`src/rtl/axis_adc_trigger_sequencer.sv`:
```
// -----------------------------------------------------------------------------
// axis_adc_trigger_sequencer
//
// Purpose:
//    Arms on a start pulse, discards a programmable number of ADC samples
//    (holdoff), waits for a trigger (external edge, channel-A level crossing
//    rising/falling, or immediate), then forwards a programmable number of
//    samples to an AXI-Stream master through a one-deep output register.
//    Samples that arrive while the output word is still unaccepted are
//    dropped, counted, and flagged through a sticky overflow bit.
//
// Ports:
//    aclk, aresetn        clock, asynchronous active-low reset
//    cfg_holdoff          samples discarded after arm
//    cfg_length           samples captured per trigger (0 = no capture)
//    cfg_level            signed threshold on channel A (tdata[15:0])
//    cfg_trig_sel         0 external, 1 rising, 2 falling, 3 immediate
//    start, abort         single-cycle arm / cancel requests
//    trg_flag             external trigger level, synchronous to aclk
//    s_axis_*             ADC sample stream (never stalled)
//    m_axis_*             captured sample stream
//    sts_count            samples consumed in the current capture
//    busy, done, overflow status flags
// -----------------------------------------------------------------------------
module axis_adc_trigger_sequencer #(
   parameter int AXIS_TDATA_WIDTH = 32,
   parameter int CNTR_WIDTH       = 32
) (
   input  logic                        aclk,
   input  logic                        aresetn,
   input  logic [CNTR_WIDTH-1:0]       cfg_holdoff,
   input  logic [CNTR_WIDTH-1:0]       cfg_length,
   input  logic [15:0]                 cfg_level,
   input  logic [1:0]                  cfg_trig_sel,
   input  logic                        start,
   input  logic                        abort,
   input  logic                        trg_flag,
   input  logic                        s_axis_tvalid,
   input  logic [AXIS_TDATA_WIDTH-1:0] s_axis_tdata,
   output logic                        s_axis_tready,
   output logic                        m_axis_tvalid,
   output logic [AXIS_TDATA_WIDTH-1:0] m_axis_tdata,
   output logic                        m_axis_tlast,
   input  logic                        m_axis_tready,
   output logic [CNTR_WIDTH-1:0]       sts_count,
   output logic                        busy,
   output logic                        done,
   output logic                        overflow
);

   localparam logic [2:0] ST_IDLE    = 3'd0;
   localparam logic [2:0] ST_HOLDOFF = 3'd1;
   localparam logic [2:0] ST_ARMED   = 3'd2;
   localparam logic [2:0] ST_CAPTURE = 3'd3;
   localparam logic [2:0] ST_DONE    = 3'd4;

   localparam logic [1:0] SEL_EXT  = 2'd0;
   localparam logic [1:0] SEL_RISE = 2'd1;
   localparam logic [1:0] SEL_FALL = 2'd2;
   localparam logic [1:0] SEL_IMM  = 2'd3;

   localparam logic [CNTR_WIDTH-1:0] CNT_ZERO = {CNTR_WIDTH{1'b0}};
   localparam logic [CNTR_WIDTH-1:0] CNT_ONE  = {{(CNTR_WIDTH-1){1'b0}}, 1'b1};

   // Saturating increment: counters stick at all-ones instead of wrapping.
   function automatic logic [CNTR_WIDTH-1:0] sat_inc(input logic [CNTR_WIDTH-1:0] v);
      logic [CNTR_WIDTH-1:0] r;
      if (&v) begin
         r = v;
      end else begin
         r = v + CNT_ONE;
      end
      return r;
   endfunction

   // state and latched configuration
   logic [2:0]                  state_q,    state_d;
   logic [CNTR_WIDTH-1:0]       holdoff_q,  holdoff_d;
   logic [CNTR_WIDTH-1:0]       length_q,   length_d;
   logic signed [15:0]          level_q,    level_d;
   logic [1:0]                  sel_q,      sel_d;

   // counters and history
   logic [CNTR_WIDTH-1:0]       hold_cnt_q, hold_cnt_d;
   logic [CNTR_WIDTH-1:0]       count_q,    count_d;
   logic signed [15:0]          prev_q,     prev_d;
   logic                        trg_prev_q, trg_prev_d;

   // output register and status
   logic                        tvalid_q,   tvalid_d;
   logic [AXIS_TDATA_WIDTH-1:0] tdata_q,    tdata_d;
   logic                        tlast_q,    tlast_d;
   logic                        overflow_q, overflow_d;
   logic                        done_q,     done_d;
   logic                        busy_q,     busy_d;

   // decoded helpers
   logic signed [15:0]          cha_s;
   logic                        start_s;
   logic                        rise_s;
   logic                        fall_s;
   logic                        ext_s;
   logic                        trig_cond_s;
   logic                        fire_s;
   logic                        capture_s;
   logic                        last_s;
   logic                        out_free_s;
   logic [CNTR_WIDTH-1:0]       cnt_inc_s;
   logic [CNTR_WIDTH-1:0]       hold_inc_s;

   assign cha_s      = $signed(s_axis_tdata[15:0]);
   // abort takes priority over a simultaneous start
   assign start_s    = start && !abort;
   assign rise_s     = (prev_q < level_q) && (level_q <= cha_s);
   assign fall_s     = (prev_q > level_q) && (level_q >= cha_s);
   assign ext_s      = trg_flag && !trg_prev_q;
   // the output register can take a new word if empty or being drained now
   assign out_free_s = !tvalid_q || m_axis_tready;
   assign cnt_inc_s  = sat_inc(count_q);
   assign hold_inc_s = sat_inc(hold_cnt_q);

   // Trigger condition selected by the latched trigger mode.
   always_comb begin
      trig_cond_s = 1'b0;
      case (sel_q)
         SEL_EXT:  trig_cond_s = ext_s;
         SEL_RISE: trig_cond_s = rise_s;
         SEL_FALL: trig_cond_s = fall_s;
         SEL_IMM:  trig_cond_s = 1'b1;
         default:  trig_cond_s = 1'b0;
      endcase
   end

   assign fire_s    = s_axis_tvalid && (state_q == ST_ARMED) && trig_cond_s;
   // the triggering sample is itself the first captured sample
   assign capture_s = s_axis_tvalid && !abort &&
                      ((state_q == ST_CAPTURE) || (fire_s && (length_q != CNT_ZERO)));
   assign last_s    = (cnt_inc_s >= length_q);

   // Next-state logic for the sequencer, output register and status.
   always_comb begin
      state_d    = state_q;
      holdoff_d  = holdoff_q;
      length_d   = length_q;
      level_d    = level_q;
      sel_d      = sel_q;
      hold_cnt_d = hold_cnt_q;
      count_d    = count_q;
      overflow_d = overflow_q;
      tdata_d    = tdata_q;
      trg_prev_d = trg_flag;

      // channel-A history tracks every valid sample regardless of state
      if (s_axis_tvalid) begin
         prev_d = cha_s;
      end else begin
         prev_d = prev_q;
      end

      if (tvalid_q && m_axis_tready) begin
         tvalid_d = 1'b0;
         tlast_d  = 1'b0;
      end else begin
         tvalid_d = tvalid_q;
         tlast_d  = tlast_q;
      end

      case (state_q)
         ST_IDLE, ST_DONE: begin
            if (start_s) begin
               holdoff_d  = cfg_holdoff;
               length_d   = cfg_length;
               level_d    = $signed(cfg_level);
               sel_d      = cfg_trig_sel;
               hold_cnt_d = CNT_ZERO;
               count_d    = CNT_ZERO;
               overflow_d = 1'b0;
               state_d    = (cfg_holdoff == CNT_ZERO) ? ST_ARMED : ST_HOLDOFF;
            end else begin
               state_d = state_q;
            end
         end
         ST_HOLDOFF: begin
            if (s_axis_tvalid) begin
               hold_cnt_d = hold_inc_s;
               if (hold_inc_s >= holdoff_q) begin
                  state_d = ST_ARMED;
               end else begin
                  state_d = ST_HOLDOFF;
               end
            end else begin
               state_d = ST_HOLDOFF;
            end
         end
         ST_ARMED: begin
            // a zero-length capture completes on the trigger with no output
            if (fire_s && (length_q == CNT_ZERO)) begin
               state_d = ST_DONE;
            end else begin
               state_d = ST_ARMED;
            end
         end
         ST_CAPTURE: begin
            state_d = ST_CAPTURE;
         end
         default: begin
            state_d = ST_IDLE;
         end
      endcase

      if (capture_s) begin
         count_d = cnt_inc_s;
         if (out_free_s) begin
            tvalid_d = 1'b1;
            tdata_d  = s_axis_tdata;
            tlast_d  = last_s;
         end else begin
            overflow_d = 1'b1;
            // final sample lost: close the packet on the word still pending
            if (last_s) begin
               tlast_d = 1'b1;
            end else begin
               tlast_d = tlast_q;
            end
         end
         state_d = last_s ? ST_DONE : ST_CAPTURE;
      end else begin
         count_d = count_d;
      end

      if (abort) begin
         state_d  = ST_IDLE;
         tvalid_d = 1'b0;
         tlast_d  = 1'b0;
      end else begin
         state_d = state_d;
      end

      busy_d = (state_d == ST_HOLDOFF) || (state_d == ST_ARMED) ||
               (state_d == ST_CAPTURE) || tvalid_d;
      done_d = (state_d == ST_DONE);
   end

   // State, configuration, counters and registered outputs.
   always_ff @(posedge aclk or negedge aresetn) begin
      if (!aresetn) begin
         state_q    <= ST_IDLE;
         holdoff_q  <= CNT_ZERO;
         length_q   <= CNT_ZERO;
         level_q    <= 16'sd0;
         sel_q      <= 2'd0;
         hold_cnt_q <= CNT_ZERO;
         count_q    <= CNT_ZERO;
         prev_q     <= 16'sd0;
         trg_prev_q <= 1'b0;
         tvalid_q   <= 1'b0;
         tdata_q    <= {AXIS_TDATA_WIDTH{1'b0}};
         tlast_q    <= 1'b0;
         overflow_q <= 1'b0;
         done_q     <= 1'b0;
         busy_q     <= 1'b0;
      end else begin
         state_q    <= state_d;
         holdoff_q  <= holdoff_d;
         length_q   <= length_d;
         level_q    <= level_d;
         sel_q      <= sel_d;
         hold_cnt_q <= hold_cnt_d;
         count_q    <= count_d;
         prev_q     <= prev_d;
         trg_prev_q <= trg_prev_d;
         tvalid_q   <= tvalid_d;
         tdata_q    <= tdata_d;
         tlast_q    <= tlast_d;
         overflow_q <= overflow_d;
         done_q     <= done_d;
         busy_q     <= busy_d;
      end
   end

   assign s_axis_tready = 1'b1;
   assign m_axis_tvalid = tvalid_q;
   assign m_axis_tdata  = tdata_q;
   assign m_axis_tlast  = tlast_q;
   assign sts_count     = count_q;
   assign busy          = busy_q;
   assign done          = done_q;
   assign overflow      = overflow_q;

endmodule

```
`config.mk`:
```
export PLATFORM = sky130hd
export DESIGN_NAME = axis_adc_trigger_sequencer
export DESIGN_NICKNAME = d
export VERILOG_FILES = /design/src/rtl/axis_adc_trigger_sequencer.sv
export SDC_FILE = /design/constraint.sdc
export NUM_CORES = 1
export LEC_CHECK = 0
export ABC_AREA = 1
export CORE_UTILIZATION = 55
export CTS_CLUSTER_DIAMETER = 40
export DETAILED_ROUTE_END_ITERATION = 7
export GPL_ROUTABILITY_DRIVEN = 0
export GPL_TIMING_DRIVEN = 0
export PLACE_DENSITY = 0.82
export SLEW_MARGIN = 5
export SYNTH_ARGS = -nofsm -noshare
export SYNTH_HDL_FRONTEND = slang
export SYNTH_SLANG_ARGS = --single-unit
```
`constraint.sdc`:
```
create_clock -name aclk -period 4.1 [get_ports aclk]
set_clock_uncertainty 0.05 [all_clocks]
set_input_delay 0.615 -clock aclk [delete_from_list [all_inputs] [get_ports aclk]]
set_output_delay 0.615 -clock aclk [all_outputs]
set_load 0.02 [all_outputs]
```
==> report_table.html, run 1 <==
<table>
<tr><th>Metric</th><th>Value</th></tr>
<tr><th colspan="2">Clock network</th></tr>
<tr><td>Number of clock buffers inserted by TritonCTS</td><td>30</td></tr>
<tr><td>Clock-pin slew on the worst setup and hold paths</td><td>0.05 ns</td></tr>
<tr><td>Number of clock sinks</td><td>between 200 and 250</td></tr>
<tr><td>Clock root cell</td><td>sky130_fd_sc_hd__clkbuf_16</td></tr>
<tr><td>Clock tree from TritonCTS</td><td>built</td></tr>
<tr><td>H-tree depth reported by CTS</td><td>1</td></tr>
<tr><td>Max clock buf depth</td><td>3</td></tr>
<tr><td>Insertion delay to the later sink of the worst-skew pair</td><td>approximately 0.55 ns</td></tr>
<tr><th colspan="2">Detailed routing</th></tr>
<tr><td>Antenna violation net count after detailed routing</td><td>0</td></tr>
<tr><td>Total routed wirelength</td><td>approximately 35000 um</td></tr>
<tr><td>Vias/cell</td><td>between 5 and 6</td></tr>
<tr><td>Length of the first detailed-routing pass in iterations</td><td>5</td></tr>
<tr><td>Post-detailed-route DRC marker count</td><td>0</td></tr>
<tr><td>DR iter-0 viols</td><td>852</td></tr>
<tr><td>Routed wire length per instance</td><td>~17 um</td></tr>
<tr><td>Vias after detailed routing</td><td>11456</td></tr>
<tr><th colspan="2">STA</th></tr>
<tr><td>Fin. max-slew vios</td><td>0</td></tr>
<tr><td>Minimum period implied by the final worst setup slack</td><td>4.041 ns</td></tr>
<tr><td>Crit share post-route</td><td>0.9856</td></tr>
<tr><td>Total negative slack</td><td>0 ns</td></tr>
<tr><td>Final setup vio count</td><td>0</td></tr>
<tr><td>Highest achievable clock rate</td><td>between 0.2 and 0.25 GHz</td></tr>
<tr><td>Setup slack after layout</td><td>about 0.059 ns</td></tr>
<tr><td>Worst slew pin tran</td><td>between 0.8 and 0.9 ns</td></tr>
<tr><td>Max transition margin</td><td>0.4546</td></tr>
<tr><td>Unrepaired setup endpoints after global routing</td><td>yes</td></tr>
<tr><td>Number of hold-slack violations in the final timing report</td><td>0</td></tr>
<tr><th colspan="2">Final layout</th></tr>
<tr><td>Final-stage net count</td><td>between 1500 and 2000</td></tr>
<tr><td>Layout Cells excl Fill</td><td>around 2000</td></tr>
<tr><td>Area delta synth-&gt;final</td><td>32.59%</td></tr>
<tr><td>Final antenna diode count</td><td>0</td></tr>
<tr><td>Fraction of layout cells with a size suffix above 1</td><td>0.09352</td></tr>
<tr><th colspan="2">Synthesis</th></tr>
<tr><td>Synthesized area per cell</td><td>between 7 and 8 um2</td></tr>
<tr><td>Leading register cell type out of synthesis</td><td>sky130_fd_sc_hd__dfrtp_1</td></tr>
<tr><td>Gate count of the mapped netlist</td><td>between 1500 and 2000</td></tr>
<tr><td>Post-synthesis sequential area ratio</td><td>0.4248</td></tr>
<tr><td>Synthesized netlist net count</td><td>~1700</td></tr>
<tr><td>Number of library cell types mapped by synthesis</td><td>just under 50</td></tr>
<tr><td>Number of storage elements in the synthesis netlist</td><td>just over 200</td></tr>
<tr><td>Number of flops mapped to enable cells by yosys</td><td>0</td></tr>
<tr><td>Synth warnings</td><td>0</td></tr>
<tr><td>Post-synth ARST share</td><td>1.000</td></tr>
<tr><td>Syn Std Cell Area</td><td>~12000 um2</td></tr>
<tr><th colspan="2">Job</th></tr>
<tr><td>Max-cap violation count</td><td>0</td></tr>
<tr><th colspan="2">Pwr</th></tr>
<tr><td>Total power draw</td><td>approximately 6400 uW</td></tr>
<tr><td>Power density normalized to cell area</td><td>between 400 and 500 nW/um2</td></tr>
<tr><td>Leakage power total</td><td>around 0.0078 uW</td></tr>
<tr><td>Peak supply drop</td><td>roughly 0.00033 V</td></tr>
<tr><th colspan="2">Floorplanning</th></tr>
<tr><td>Area of the placeable core</td><td>21150 um2</td></tr>
<tr><td>I/O pin total</td><td>191</td></tr>
<tr><td>Starting density of the core</td><td>0.5653</td></tr>
<tr><td>Die Y-Extent</td><td>about 150 um</td></tr>
<tr><td>Num rows</td><td>53</td></tr>
<tr><td>DIE AREA</td><td>around 22000 um2</td></tr>
<tr><td>Die extent in x</td><td>149.5 um</td></tr>
<tr><th colspan="2">Critical path</th></tr>
<tr><td>Worst setup SP type</td><td>flop</td></tr>
<tr><td>Startpoint-to-endpoint class of the critical path</td><td>flop to flop</td></tr>
<tr><td>Data arrival time at the worst-slack endpoint</td><td>4.41 ns</td></tr>
<tr><td>Start of the worst register-to-register path</td><td>hold_cnt_q[1]</td></tr>
<tr><td>Path depth of the worst reg2reg path</td><td>23</td></tr>
<tr><td>Crit end category</td><td>flop</td></tr>
<tr><td>R2R setup slack</td><td>0.06 ns</td></tr>
<tr><td>Required time worst endpoint</td><td>roughly 4.5 ns</td></tr>
<tr><td>Reg-to-reg critical path endpoint</td><td>busy</td></tr>
<tr><td>Maximum net fanout on the critical path</td><td>4</td></tr>
<tr><th colspan="2">Global route</th></tr>
<tr><td>Antenna violations before repair</td><td>2</td></tr>
<tr><td>Tot GR Track Use</td><td>0.3026</td></tr>
<tr><td>Total gr overflow</td><td>0</td></tr>
<tr><td>Number of global-route vias before repair</td><td>11208</td></tr>
<tr><td>Pin count of the biggest net entering global routing</td><td>between 80 and 90</td></tr>
<tr><td>First-pass GRT wire length</td><td>between 50000 and 60000 um</td></tr>
<tr><th colspan="2">Placement</th></tr>
<tr><td>Post-DP HPWL</td><td>roughly 25000 um</td></tr>
<tr><td>Cell Count Post-Placement</td><td>about 2000</td></tr>
<tr><td>Port Buffer Count</td><td>189</td></tr>
<tr><td>Setup WS pre-CTS</td><td>-0.4708 ns</td></tr>
<tr><th colspan="2">Min path</th></tr>
<tr><td>Number of cells on the worst hold path</td><td>2</td></tr>
<tr><td>HP Start</td><td>m_axis_tdata[17]</td></tr>
<tr><td>Path type of the worst min-delay path</td><td>flop to flop</td></tr>
<tr><td>WHS Endpoint</td><td>m_axis_tdata[17]</td></tr>
<tr><th colspan="2">Outcome</th></tr>
<tr><td>Run status</td><td>finished clean</td></tr>
</table>
==> cell usage in the layout, fill, tap and decap left out, types with 45 or more instances in the layout <==
cell	synthesis	final
sky130_fd_sc_hd__o21ai_0	157	155
sky130_fd_sc_hd__xor2_1	46	45
sky130_fd_sc_hd__a21oi_1	51	50
sky130_fd_sc_hd__dfrtp_1	203	201
sky130_fd_sc_hd__ha_1	98	96
sky130_fd_sc_hd__nand2_1	407	402
sky130_fd_sc_hd__clkdlybuf4s50_1	0	188
sky130_fd_sc_hd__nor2_1	54	52
sky130_fd_sc_hd__inv_1	212	209
sky130_fd_sc_hd__nand3_1	57	45
==> worst max path at each step <==
stage | from | to | cells after the start
2_1_floorplan | sts_count[1] | busy | 25
3_3_place_gp | aresetn | m_axis_tdata[25] | 1
3_5_place_dp | sts_count[0] | busy | 25
4_1_cts | hold_cnt_q[0] | busy | 23
5_1_grt | hold_cnt_q[0] | busy | 24
6_report | hold_cnt_q[1] | busy | 23
==> registers in the layout, summed over array words and instances, names as in the netlist, 2 cells and up <==
register,cells
sts_count,32
length_q,32
sel_q,2
level_q,16
m_axis_tdata,32
hold_cnt_q,32
state_q,3
holdoff_q,32
prev_q,16
==> critical path, stage by stage, from the launching register on <==
cell	delay [ns]
sky130_fd_sc_hd__dfrtp_2	0.41
sky130_fd_sc_hd__ha_4	0.17
sky130_fd_sc_hd__nand3_4	0.10
sky130_fd_sc_hd__nor3_4	0.24
sky130_fd_sc_hd__nand3_2	0.16
sky130_fd_sc_hd__nor3_4	0.21
sky130_fd_sc_hd__o21ai_1	0.11
sky130_fd_sc_hd__nor2_2	0.15
sky130_fd_sc_hd__nand2_2	0.11
sky130_fd_sc_hd__nor2_4	0.13
sky130_fd_sc_hd__nand3_2	0.10
sky130_fd_sc_hd__buf_4	0.15
sky130_fd_sc_hd__xor2_1	0.20
sky130_fd_sc_hd__inv_1	0.08
sky130_fd_sc_hd__ha_1	0.29
sky130_fd_sc_hd__nand2_1	0.12
sky130_fd_sc_hd__nor4_4	0.39
sky130_fd_sc_hd__nand4_1	0.17
sky130_fd_sc_hd__nand3_2	0.13
sky130_fd_sc_hd__nand2_2	0.06
sky130_fd_sc_hd__a21oi_2	0.14
sky130_fd_sc_hd__nand2_1	0.07
sky130_fd_sc_hd__nand3_2	0.09
sky130_fd_sc_hd__nand3_2	0.07
==> layout make-up <==
type	instances	area [um2]
Clock buffer	35	810.8
Multi-Input combinational cell	1038	6075
Tap cell	275	344.1
Clock inverter	20	321.6
Buffer	45	246.5
Sequential cell	203	5082
Fill cell	1522	5299
Timing Repair Buffer	219	2168
Inverter	215	807.0
==> synth_stat cells (2+ instances only) <==
cell,number,area share
sky130_fd_sc_hd__nor2_2,7,0.0037
sky130_fd_sc_hd__o22ai_1,11,0.0058
sky130_fd_sc_hd__dfrtp_1,203,0.42
sky130_fd_sc_hd__inv_2,2,0.00063
sky130_fd_sc_hd__a22o_1,4,0.0029
sky130_fd_sc_hd__nor4_1,33,0.017
sky130_fd_sc_hd__nand2_4,2,0.0019
sky130_fd_sc_hd__nor2_1,54,0.017
sky130_fd_sc_hd__o21bai_1,2,0.0013
sky130_fd_sc_hd__ha_1,98,0.10
sky130_fd_sc_hd__a21o_1,2,0.0013
sky130_fd_sc_hd__a31oi_1,3,0.0016
sky130_fd_sc_hd__inv_1,212,0.067
sky130_fd_sc_hd__buf_6,9,0.0085
sky130_fd_sc_hd__xor2_1,46,0.034
sky130_fd_sc_hd__buf_2,4,0.0017
sky130_fd_sc_hd__nor3_1,22,0.0092
sky130_fd_sc_hd__nand2_1,407,0.13
sky130_fd_sc_hd__a21oi_1,51,0.021
sky130_fd_sc_hd__nor3_2,4,0.0033
sky130_fd_sc_hd__clkbuf_1,30,0.0094
sky130_fd_sc_hd__o21a_1,4,0.0025
sky130_fd_sc_hd__nand4_1,23,0.012
sky130_fd_sc_hd__nand3_1,57,0.024
sky130_fd_sc_hd__nand2_2,4,0.0021
sky130_fd_sc_hd__xnor2_1,7,0.0051
sky130_fd_sc_hd__nand3_2,2,0.0017
sky130_fd_sc_hd__o21ai_0,157,0.066
sky130_fd_sc_hd__nand4_2,2,0.0021
sky130_fd_sc_hd__o21ai_1,20,0.0084
==> cells by family (layout without fill, tap and decap cells) <==
logic type / count (synthesis) / after routing / synth area share
xor+xnor: 53 / 53 / 0.03882
compound gates: 261 / 261 / 0.1155
simple gates: 625 / 625 / 0.2300
fa+ha+maj: 98 / 98 / 0.1025
other cells: 1 / 1 / 0.0003136
buf+inv: 260 / 534 / 0.08800
flops: 203 / 203 / 0.4248
==> timing repair <==
item | CTS | global route
hold buffers | 1 | 0
buffers inserted | 1 | 26
endpoints found under the setup margin | 6 | 6
endpoints found under the hold margin | 54 | 0
resized for setup | 7 | 51
pin swaps | 1 | 41
==> where the power goes <==
part	internal [uW]	switching (uW)
Clock	1920	975
Combinational	475	699
Sequential	2230	119
Total	4620	1790
==> per-layer routing <==
layer,up-vias,track usage,part of all wire
met4,0,0.1107,0.036
met3,114,0.06524,0.090
li1,5406,-,-
met5,-,0,0
met2,554,0.5150,0.48
met1,5382,0.3769,0.40
==> stage by stage <==
stage	cell area [um2]	hold slack, ns	utilization
final	15860	0.4278	0.7495
after floorplan	11960	0.2694	-
after global placement	14190	0.4081	0.6710
after global routing	15860	0.4544	0.7495
after CTS	15460	0.4265	0.7306
after detailed placement	14250	0.4156	0.6738
No activity file was read; power rests on OpenSTA's default activity.
==> run 2: changes to the inputs <==
--- a/config.mk
+++ b/config.mk
@@ -6,12 +6,11 @@
 export NUM_CORES = 1
 export LEC_CHECK = 0
 export ABC_AREA = 1
-export CORE_UTILIZATION = 55
+export CORE_UTILIZATION = 40
 export CTS_CLUSTER_DIAMETER = 40
 export DETAILED_ROUTE_END_ITERATION = 7
 export GPL_ROUTABILITY_DRIVEN = 0
 export GPL_TIMING_DRIVEN = 0
-export PLACE_DENSITY = 0.82
 export SLEW_MARGIN = 5
 export SYNTH_ARGS = -nofsm -noshare
 export SYNTH_HDL_FRONTEND = slang
==> report_table.html, run 2 (synthesized netlist as in run 1, its figures left out) <==
<table>
<tr><th>Metric</th><th>Value</th></tr>
<tr><th colspan="2">Placement</th></tr>
<tr><td>Port Buffer Count</td><td>189 (unchanged)</td></tr>
<tr><td>Setup WS pre-CTS</td><td>-0.5602 ns (-0.08931 ns)</td></tr>
<tr><td>Post-DP HPWL</td><td>25670 um (+3.4%)</td></tr>
<tr><th colspan="2">Critical path</th></tr>
<tr><td>Crit end category</td><td>flop</td></tr>
<tr><td>Startpoint-to-endpoint class of the critical path</td><td>flop to flop</td></tr>
<tr><td>Worst setup SP type</td><td>flop</td></tr>
<tr><td>Count of buffer and inverter cells on the critical path</td><td>2 (unchanged)</td></tr>
<tr><td>Cell repeated most along the worst path</td><td>sky130_fd_sc_hd__nand2_2</td></tr>
<tr><td>Slowest stage cell, crit path</td><td>sky130_fd_sc_hd__dfrtp_1</td></tr>
<tr><td>Data arrival time at the worst-slack endpoint</td><td>4.29 ns (-0.12 ns)</td></tr>
<tr><td>Required time worst endpoint</td><td>4.43 ns (-0.04 ns)</td></tr>
<tr><td>Category of cells accounting for the largest share of critical-path delay</td><td>simple AND/OR/NAND/NOR gates</td></tr>
<tr><td>Cell-by-cell trace of the critical path</td><td>inv_2, nor3_4, nand2_2, nor3_4, nand2_2, nor4_4, nand4_4, nor2_4, nand2_2, nor2_4, xor2_2, ha_1, nand2_2, nor3_2, inv_1, nor4_4, nand4_1, nand4_1, nand3_2, nand3_2, nand3_2</td></tr>
<tr><td>CP startpoint</td><td>sts_count[1]</td></tr>
<tr><td>Maximum net fanout on the critical path</td><td>5 (+1)</td></tr>
<tr><td>Start of the worst register-to-register path</td><td>sts_count[1]</td></tr>
<tr><td>Delay contributed by the slowest stage of the critical path</td><td>0.40 ns (about the same)</td></tr>
<tr><th colspan="2">Clock network</th></tr>
<tr><td>Number of clock buffers inserted by TritonCTS</td><td>39 (+30%)</td></tr>
<tr><td>Number of buffers added to fix hold violations after cts</td><td>0 (-1)</td></tr>
<tr><td>Insertion delay to the later sink of the worst-skew pair</td><td>0.51 ns (-0.04 ns)</td></tr>
<tr><td>Clock-pin slew on the worst setup and hold paths</td><td>0.05 ns (about the same)</td></tr>
<tr><td>Number of clock sinks</td><td>203 (unchanged)</td></tr>
<tr><td>Clock root cell</td><td>sky130_fd_sc_hd__clkbuf_16</td></tr>
<tr><td>Max clock buf depth</td><td>3 (unchanged)</td></tr>
<tr><td>H-tree depth reported by CTS</td><td>2 (+1)</td></tr>
<tr><td>Clock tree from TritonCTS</td><td>built</td></tr>
<tr><th colspan="2">Detailed routing</th></tr>
<tr><td>Total routed wirelength</td><td>34470 um (-0.94%)</td></tr>
<tr><td>Vias after detailed routing</td><td>10846 (-5.3%)</td></tr>
<tr><td>Antenna violation net count after detailed routing</td><td>0 (unchanged)</td></tr>
<tr><td>Routed wire length per instance</td><td>15.97 um (-5.9%)</td></tr>
<tr><td>Vias/cell</td><td>5.024 (-10%)</td></tr>
<tr><td>Post-detailed-route DRC marker count</td><td>0 (unchanged)</td></tr>
<tr><td>Length of the first detailed-routing pass in iterations</td><td>5 (unchanged)</td></tr>
<tr><td>DR iter-0 viols</td><td>582 (-32%)</td></tr>
<tr><th colspan="2">Pwr</th></tr>
<tr><td>Power density normalized to cell area</td><td>422.0 nW/um2 (+4.3%)</td></tr>
<tr><td>Leakage power total</td><td>0.007791 uW (+0.10%)</td></tr>
<tr><td>Total power draw</td><td>6772 uW (+5.6%)</td></tr>
<tr><td>Peak supply drop</td><td>0.0002462 V (-25%)</td></tr>
<tr><th colspan="2">Floorplanning</th></tr>
<tr><td>I/O pin total</td><td>191 (unchanged)</td></tr>
<tr><td>Area of the placeable core</td><td>29090 um2 (+38%)</td></tr>
<tr><td>Num rows</td><td>62 (+17%)</td></tr>
<tr><td>Die extent in x</td><td>174.9 um (+17%)</td></tr>
<tr><td>DIE AREA</td><td>30590 um2 (+37%)</td></tr>
<tr><td>Starting density of the core</td><td>0.4111 (-0.1542)</td></tr>
<tr><td>Die Y-Extent</td><td>174.9 um (+17%)</td></tr>
<tr><th colspan="2">STA</th></tr>
<tr><td>Number of hold-slack violations in the final timing report</td><td>0 (unchanged)</td></tr>
<tr><td>Worst slew pin tran</td><td>0.8852 ns (+0.06702 ns)</td></tr>
<tr><td>Unrepaired setup endpoints after global routing</td><td>yes</td></tr>
<tr><td>Setup slack after layout</td><td>0.1432 ns (+0.08423 ns)</td></tr>
<tr><td>Max transition margin</td><td>0.4099 (-0.04468)</td></tr>
<tr><td>Crit share post-route</td><td>0.9651 (-0.02054)</td></tr>
<tr><td>Minimum period implied by the final worst setup slack</td><td>3.957 ns (-0.08423 ns)</td></tr>
<tr><td>Fin. max-slew vios</td><td>0 (unchanged)</td></tr>
<tr><td>Highest achievable clock rate</td><td>0.2527 GHz (+2.1%)</td></tr>
<tr><td>Final setup vio count</td><td>0 (unchanged)</td></tr>
<tr><th colspan="2">Final layout</th></tr>
<tr><td>Final-stage net count</td><td>1965 (-0.30%)</td></tr>
<tr><td>Fraction of layout cells with a size suffix above 1</td><td>0.08686 (-0.006663)</td></tr>
<tr><td>Most common cell after layout, fill and taps aside</td><td>sky130_fd_sc_hd__nand2_1</td></tr>
<tr><td>Final core utilization</td><td>0.5517 (-0.1978)</td></tr>
<tr><td>Area delta synth-&gt;final</td><td>34.22%</td></tr>
<tr><td>Highest-count cells in the layout ignoring fill and taps</td><td>sky130_fd_sc_hd__nand2_1, sky130_fd_sc_hd__inv_1, sky130_fd_sc_hd__dfrtp_1</td></tr>
<tr><td>Number of fill cells</td><td>2705 (+78%)</td></tr>
<tr><th colspan="2">Global route</th></tr>
<tr><td>Number of global-route vias before repair</td><td>11069 (-1.2%)</td></tr>
<tr><td>Tot GR Track Use</td><td>0.2284 (-0.07421)</td></tr>
<tr><td>Met2 Resource Use GR</td><td>0.3666 (-0.1485)</td></tr>
<tr><td>Antenna violations before repair</td><td>3 (+1)</td></tr>
<tr><td>Total gr overflow</td><td>0 (unchanged)</td></tr>
<tr><td>Global routing met1 resource utilization</td><td>0.3039 (-0.07302)</td></tr>
<tr><td>Most congested layer reported by global routing</td><td>met2</td></tr>
<tr><td>First-pass GRT wire length</td><td>56340 um (+5.3%)</td></tr>
<tr><td>Pin count of the biggest net entering global routing</td><td>108 (+24%)</td></tr>
<tr><td>Met3 global-route usage</td><td>0.05222 (-0.01302)</td></tr>
<tr><th colspan="2">Min path</th></tr>
<tr><td>Path type of the worst min-delay path</td><td>input pin to async pin</td></tr>
<tr><th colspan="2">Outcome</th></tr>
<tr><td>Run status</td><td>finished clean</td></tr>
<tr><th colspan="2">Job</th></tr>
<tr><td>Max-cap violation count</td><td>0 (unchanged)</td></tr>
</table>
run 2: cell count changes in the layout (fill, tap and decap cells not counted), sizes merged:
| cell | change |
|---|---|
| clkinvlp | +1 |
| clkbuf | +21 |
| bufinv | -4 |
| clkinv | -2 |
| diode | +2 |
| dlygate4sd3 | -1 |
| buf | -14 |
| inv | -3 |
run 2: power by group:
group	leakage (uW)	internal, uW	switching [uW]
Clock	0.000656	2240	1050
Sequential	0.00265	2230	113
Combinational	0.00448	466	676
Total	0.00779	4940	1840
run 2: worst reg2reg max path: cells and delay by family (launching register included):
| kind | cells | cell delay [ns] |
|---|---|---|
| simple gates | 17 | 2.81 |
| xor+xnor | 1 | 0.09 |
| fa+ha+maj | 1 | 0.32 |
| flops | 1 | 0.40 |
| buf+inv | 2 | 0.17 |
run 2: worst paths after layout:
path | to | slack, ns | depth (start not counted)
worst min register to register | holdoff_q[0] | 0.43 | 2
min in group aclk | holdoff_q[0] | 0.43 | 2
worst max register to register | busy | 0.14 | 21
max in group asynchronous | sts_count[13] | 2.87 | 2
worst max-delay path | busy | 0.14 | 21
worst min-delay path | holdoff_q[21] | 0.1 | 1
run 2: layer usage:
metal / part of all wire / vias to the layer above / wire [um]
met3: 0.066 / 60 / 2264
met1: 0.46 / 5101 / 15890
li1: - / 5404 / -
met2: 0.45 / 279 / 15460
met4: 0.025 / 2 / 847
met5: 0.00032 / - / 11
run 2: metrics by stage:
step	hold slack (ns)	std cells	area, um2	TNS [ns]
floorplan	0.2694	1501	11960	0
global placement	0.4073	2074	14330	-1359.03
detailed placement	0.4158	2075	14360	-2.900
CTS	0.1402	2149	15840	0
global route	0.1240	2158	16050	-0.6707
finish	0.09894	2159	16050	0
run 2: timing repair:
| item | in CTS | in global routing |
|---|---|---|
| resized for setup | 10 | 38 |
| setup buffers | 6 | 8 |
| pin swaps | 2 | 29 |
| hold endpoints to repair | 0 | 0 |
| endpoints found under the setup margin | 6 | 6 |
run 2: layout make-up:
cell class,instances,area (um2),area share
plain buffers,45,246.5,0.01536
clock inverters,12,177.7,0.01107
flip-flops and latches,203,5081,0.3166
repair buffers,204,2033,0.1267
inverters,215,807.0,0.05028
well taps,384,480.5,0.02994
multi-input cells,1038,6036,0.3761
diodes,2,5.005,0.0003118
clock buffers,56,1182,0.07367
==> run 3: changes to the inputs <==
--- a/config.mk
+++ b/config.mk
@@ -10,7 +10,7 @@
 export CTS_CLUSTER_DIAMETER = 40
 export DETAILED_ROUTE_END_ITERATION = 7
 export GPL_ROUTABILITY_DRIVEN = 0
-export GPL_TIMING_DRIVEN = 0
+export GPL_TIMING_DRIVEN = 1
 export SLEW_MARGIN = 5
 export SYNTH_ARGS = -nofsm -noshare
 export SYNTH_HDL_FRONTEND = slang
==> report_table.html, run 3 (synthesized netlist as in run 1, its figures left out) <==
<table>
<tr><th>Metric</th><th>Value</th></tr>
<tr><th colspan="2">Outcome</th></tr>
<tr><td>Run status</td><td>finished clean</td></tr>
<tr><th colspan="2">Global route</th></tr>
<tr><td>Antenna violations before repair</td><td>0 (-3)</td></tr>
<tr><td>Number of global-route vias before repair</td><td>10772 (-2.7%)</td></tr>
<tr><td>Total gr overflow</td><td>0 (unchanged)</td></tr>
<tr><td>First-pass GRT wire length</td><td>54900 um (-2.5%)</td></tr>
<tr><td>Tot GR Track Use</td><td>0.2212 (-0.007193)</td></tr>
<tr><td>Global routing met1 resource utilization</td><td>0.3059 (+0.002069)</td></tr>
<tr><td>Pin count of the biggest net entering global routing</td><td>94 (-13%)</td></tr>
<tr><td>Met3 global-route usage</td><td>0.05048 (-0.001741)</td></tr>
<tr><td>Met2 Resource Use GR</td><td>0.3447 (-0.02183)</td></tr>
<tr><td>Most congested layer reported by global routing</td><td>met2</td></tr>
<tr><th colspan="2">Critical path</th></tr>
<tr><td>Start of the worst register-to-register path</td><td>sts_count[1]</td></tr>
<tr><td>Path depth of the worst reg2reg path</td><td>26 (+24%)</td></tr>
<tr><td>Startpoint-to-endpoint class of the critical path</td><td>flop to flop</td></tr>
<tr><td>Crit end category</td><td>flop</td></tr>
<tr><td>Data arrival time at the worst-slack endpoint</td><td>4.15 ns (-0.14 ns)</td></tr>
<tr><td>Reg-to-reg critical path endpoint</td><td>busy</td></tr>
<tr><td>R2R setup slack</td><td>0.29 ns (+0.15 ns)</td></tr>
<tr><td>Required time worst endpoint</td><td>4.44 ns (about the same)</td></tr>
<tr><td>Worst setup SP type</td><td>flop</td></tr>
<tr><td>Maximum net fanout on the critical path</td><td>5 (unchanged)</td></tr>
<tr><th colspan="2">Floorplanning</th></tr>
<tr><td>Starting density of the core</td><td>0.4111 (unchanged)</td></tr>
<tr><td>Area of the placeable core</td><td>29090 um2 (unchanged)</td></tr>
<tr><td>I/O pin total</td><td>191 (unchanged)</td></tr>
<tr><td>Num rows</td><td>62 (unchanged)</td></tr>
<tr><td>DIE AREA</td><td>30590 um2 (unchanged)</td></tr>
<tr><td>Die Y-Extent</td><td>174.9 um (unchanged)</td></tr>
<tr><td>Die extent in x</td><td>174.9 um (unchanged)</td></tr>
<tr><th colspan="2">Clock network</th></tr>
<tr><td>Number of buffers added to fix hold violations after cts</td><td>0 (unchanged)</td></tr>
<tr><td>Number of clock sinks</td><td>203 (unchanged)</td></tr>
<tr><td>Clock root cell</td><td>sky130_fd_sc_hd__clkbuf_16</td></tr>
<tr><td>Clock tree from TritonCTS</td><td>built</td></tr>
<tr><td>Insertion delay to the later sink of the worst-skew pair</td><td>0.51 ns (about the same)</td></tr>
<tr><td>Number of clock buffers inserted by TritonCTS</td><td>38 (-2.6%)</td></tr>
<tr><td>H-tree depth reported by CTS</td><td>2 (unchanged)</td></tr>
<tr><td>Max clock buf depth</td><td>3 (unchanged)</td></tr>
<tr><td>Clock-pin slew on the worst setup and hold paths</td><td>0.05 ns (about the same)</td></tr>
<tr><th colspan="2">STA</th></tr>
<tr><td>Number of hold-slack violations in the final timing report</td><td>0 (unchanged)</td></tr>
<tr><td>Crit share post-route</td><td>0.9293 (-0.03577)</td></tr>
<tr><td>Highest achievable clock rate</td><td>0.2625 GHz (+3.8%)</td></tr>
<tr><td>Worst slew pin tran</td><td>0.6646 ns (-0.2206 ns)</td></tr>
<tr><td>Minimum period implied by the final worst setup slack</td><td>3.810 ns (-0.1467 ns)</td></tr>
<tr><td>Fin. max-slew vios</td><td>0 (unchanged)</td></tr>
<tr><td>Final setup vio count</td><td>0 (unchanged)</td></tr>
<tr><td>Max transition margin</td><td>0.5569 (+0.1471)</td></tr>
<tr><th colspan="2">Final layout</th></tr>
<tr><td>Highest-count cells in the layout ignoring fill and taps</td><td>sky130_fd_sc_hd__nand2_1, sky130_fd_sc_hd__inv_1, sky130_fd_sc_hd__dfrtp_1</td></tr>
<tr><td>Area delta synth-&gt;final</td><td>32.45%</td></tr>
<tr><td>Final antenna diode count</td><td>0 (-2)</td></tr>
<tr><td>Final design area excluding fillers</td><td>15840 um2 (-1.3%)</td></tr>
<tr><td>Fraction of layout cells with a size suffix above 1</td><td>0.08156 (-0.005296)</td></tr>
<tr><td>Final-stage net count</td><td>1933 (-1.6%)</td></tr>
<tr><td>Most common cell after layout, fill and taps aside</td><td>sky130_fd_sc_hd__nand2_1</td></tr>
<tr><th colspan="2">Min path</th></tr>
<tr><td>Path type of the worst min-delay path</td><td>input pin to async pin</td></tr>
<tr><th colspan="2">Detailed routing</th></tr>
<tr><td>Antenna violation net count after detailed routing</td><td>0 (unchanged)</td></tr>
<tr><td>Length of the first detailed-routing pass in iterations</td><td>5 (unchanged)</td></tr>
<tr><td>DR iter-0 viols</td><td>672 (+15%)</td></tr>
<tr><td>Vias/cell</td><td>5.014 (-0.20%)</td></tr>
<tr><td>Total routed wirelength</td><td>32950 um (-4.4%)</td></tr>
<tr><td>Vias after detailed routing</td><td>10654 (-1.8%)</td></tr>
<tr><td>Routed wire length per instance</td><td>15.51 um (-2.9%)</td></tr>
<tr><td>Post-detailed-route DRC marker count</td><td>0 (unchanged)</td></tr>
<tr><th colspan="2">Pwr</th></tr>
<tr><td>Total power draw</td><td>6820 uW (+0.71%)</td></tr>
<tr><td>Peak supply drop</td><td>0.0002406 V (-2.3%)</td></tr>
<tr><td>Leakage power total</td><td>0.007733 uW (-0.75%)</td></tr>
<tr><td>Part of the power in the clock network</td><td>0.491 (+0.006)</td></tr>
<tr><td>Net switching power of the design</td><td>1839 uW (about the same)</td></tr>
<tr><td>Switching fraction of total power</td><td>0.2696 (-0.001662)</td></tr>
<tr><td>Sequential power share</td><td>0.343 (-0.003)</td></tr>
<tr><td>Power density normalized to cell area</td><td>430.6 nW/um2 (+2.1%)</td></tr>
<tr><td>Part of the power in combinational logic</td><td>0.166 (-0.003)</td></tr>
<tr><td>Internal power</td><td>4982 uW (+0.94%)</td></tr>
<tr><th colspan="2">Placement</th></tr>
<tr><td>Cell Area, Placed</td><td>14310 um2 (-0.36%)</td></tr>
<tr><td>Port Buffer Count</td><td>189 (unchanged)</td></tr>
<tr><td>Post-DP HPWL</td><td>24090 um (-6.2%)</td></tr>
<tr><th colspan="2">Job</th></tr>
<tr><td>Max-cap violation count</td><td>0 (unchanged)</td></tr>
</table>
[run 3: cell count changes in the layout (fill, tap and decap cells not counted), moves of 4 or more]
| cell | before | now |
|---|---|---|
| sky130_fd_sc_hd__buf_6 | 10 | 0 |
| sky130_fd_sc_hd__clkbuf_1 | 34 | 4 |
| sky130_fd_sc_hd__buf_4 | 14 | 27 |
| sky130_fd_sc_hd__buf_2 | 4 | 0 |
| sky130_fd_sc_hd__inv_6 | 0 | 4 |
[run 3: how the worst max path moves through the flow]
| stage | start | end | slack (ns) | cells after the start |
|---|---|---|---|---|
| global route | hold_cnt_q[0] | busy | -0.02 | 25 |
| finish | sts_count[1] | busy | 0.29 | 26 |
| floorplan | sts_count[1] | busy | 0.45 | 25 |
| global placement | hold_cnt_q[0] | busy | 0.24 | 25 |
| detailed placement | sts_count[1] | busy | 0.12 | 26 |
| CTS | sts_count[1] | busy | 0.09 | 26 |
[run 3: final cells by class]
cell class                 instances  area (um2)
fill                            2749       13250
multi-input combinational       1038        5963
tap                              384       480.5
inverter                         215       807.0
clock buffer                      49        1074
sequential                       203        5080
clock inverter                    18       295.3
timing repair buffer             218        2138
[run 3: what timing repair did]
item | CTS | global route
gates resized for setup | 0 | 25
setup buffers | 0 | 4
setup endpoints to repair | 0 | 6
[run 3: layer usage]
| layer | routed length (um) | part of all wire |
|---|---|---|
| met5 | 0 | 0 |
| met3 | 2360 | 0.072 |
| met4 | 743 | 0.023 |
| met1 | 15100 | 0.46 |
| met2 | 14750 | 0.45 |
[run 3: power by group through the flow]
stage,combinational [uW],sequential [uW],clock [uW]
after global placement,1100,2360,0
after detailed placement,1120,2370,0
after floorplan,642,2380,0
after CTS,1130,2340,3420
final,1130,2340,3350
after global routing,1310,2370,3530
[run 3: per-stage QoR]
stage | setup TNS (ns) | hold WS (ns) | setup slack, ns | util | std cells
floorplan | 0 | 0.2694 | 0.4541 | - | 1501
global placement | 0 | 0.4135 | 0.2438 | 0.4920 | 2054
detailed placement | 0 | 0.4206 | 0.1157 | 0.4920 | 2054
CTS | 0 | 0.1114 | 0.09302 | 0.5390 | 2121
global route | -0.01828 | 0.1232 | -0.01828 | 0.5444 | 2125
finish | 0 | 0.07261 | 0.2898 | 0.5444 | 2125
[run 3: worst max-delay path, stage by stage, from the launching register on]
cell and delay [ns]:
sky130_fd_sc_hd__dfrtp_1 0.38, sky130_fd_sc_hd__ha_1 0.20, sky130_fd_sc_hd__nand2_1 0.06, sky130_fd_sc_hd__inv_1 0.05, sky130_fd_sc_hd__nand2_1 0.10, sky130_fd_sc_hd__nor2_4 0.16
sky130_fd_sc_hd__nand3_1 0.14, sky130_fd_sc_hd__nor2_2 0.15, sky130_fd_sc_hd__nand2_1 0.07, sky130_fd_sc_hd__inv_1 0.11, sky130_fd_sc_hd__nand4_4 0.13, sky130_fd_sc_hd__nand4_4 0.14
sky130_fd_sc_hd__nor2_2 0.06, sky130_fd_sc_hd__nand2_2 0.08, sky130_fd_sc_hd__nor2_2 0.04, sky130_fd_sc_hd__xor2_1 0.15, sky130_fd_sc_hd__ha_1 0.30, sky130_fd_sc_hd__nand2_1 0.09
sky130_fd_sc_hd__nor3_2 0.24, sky130_fd_sc_hd__inv_1 0.08, sky130_fd_sc_hd__nor4_2 0.14, sky130_fd_sc_hd__buf_4 0.15, sky130_fd_sc_hd__nand4_1 0.09, sky130_fd_sc_hd__nand4_1 0.17
sky130_fd_sc_hd__nand3_2 0.14, sky130_fd_sc_hd__nand3_1 0.13, sky130_fd_sc_hd__nand3_1 0.07
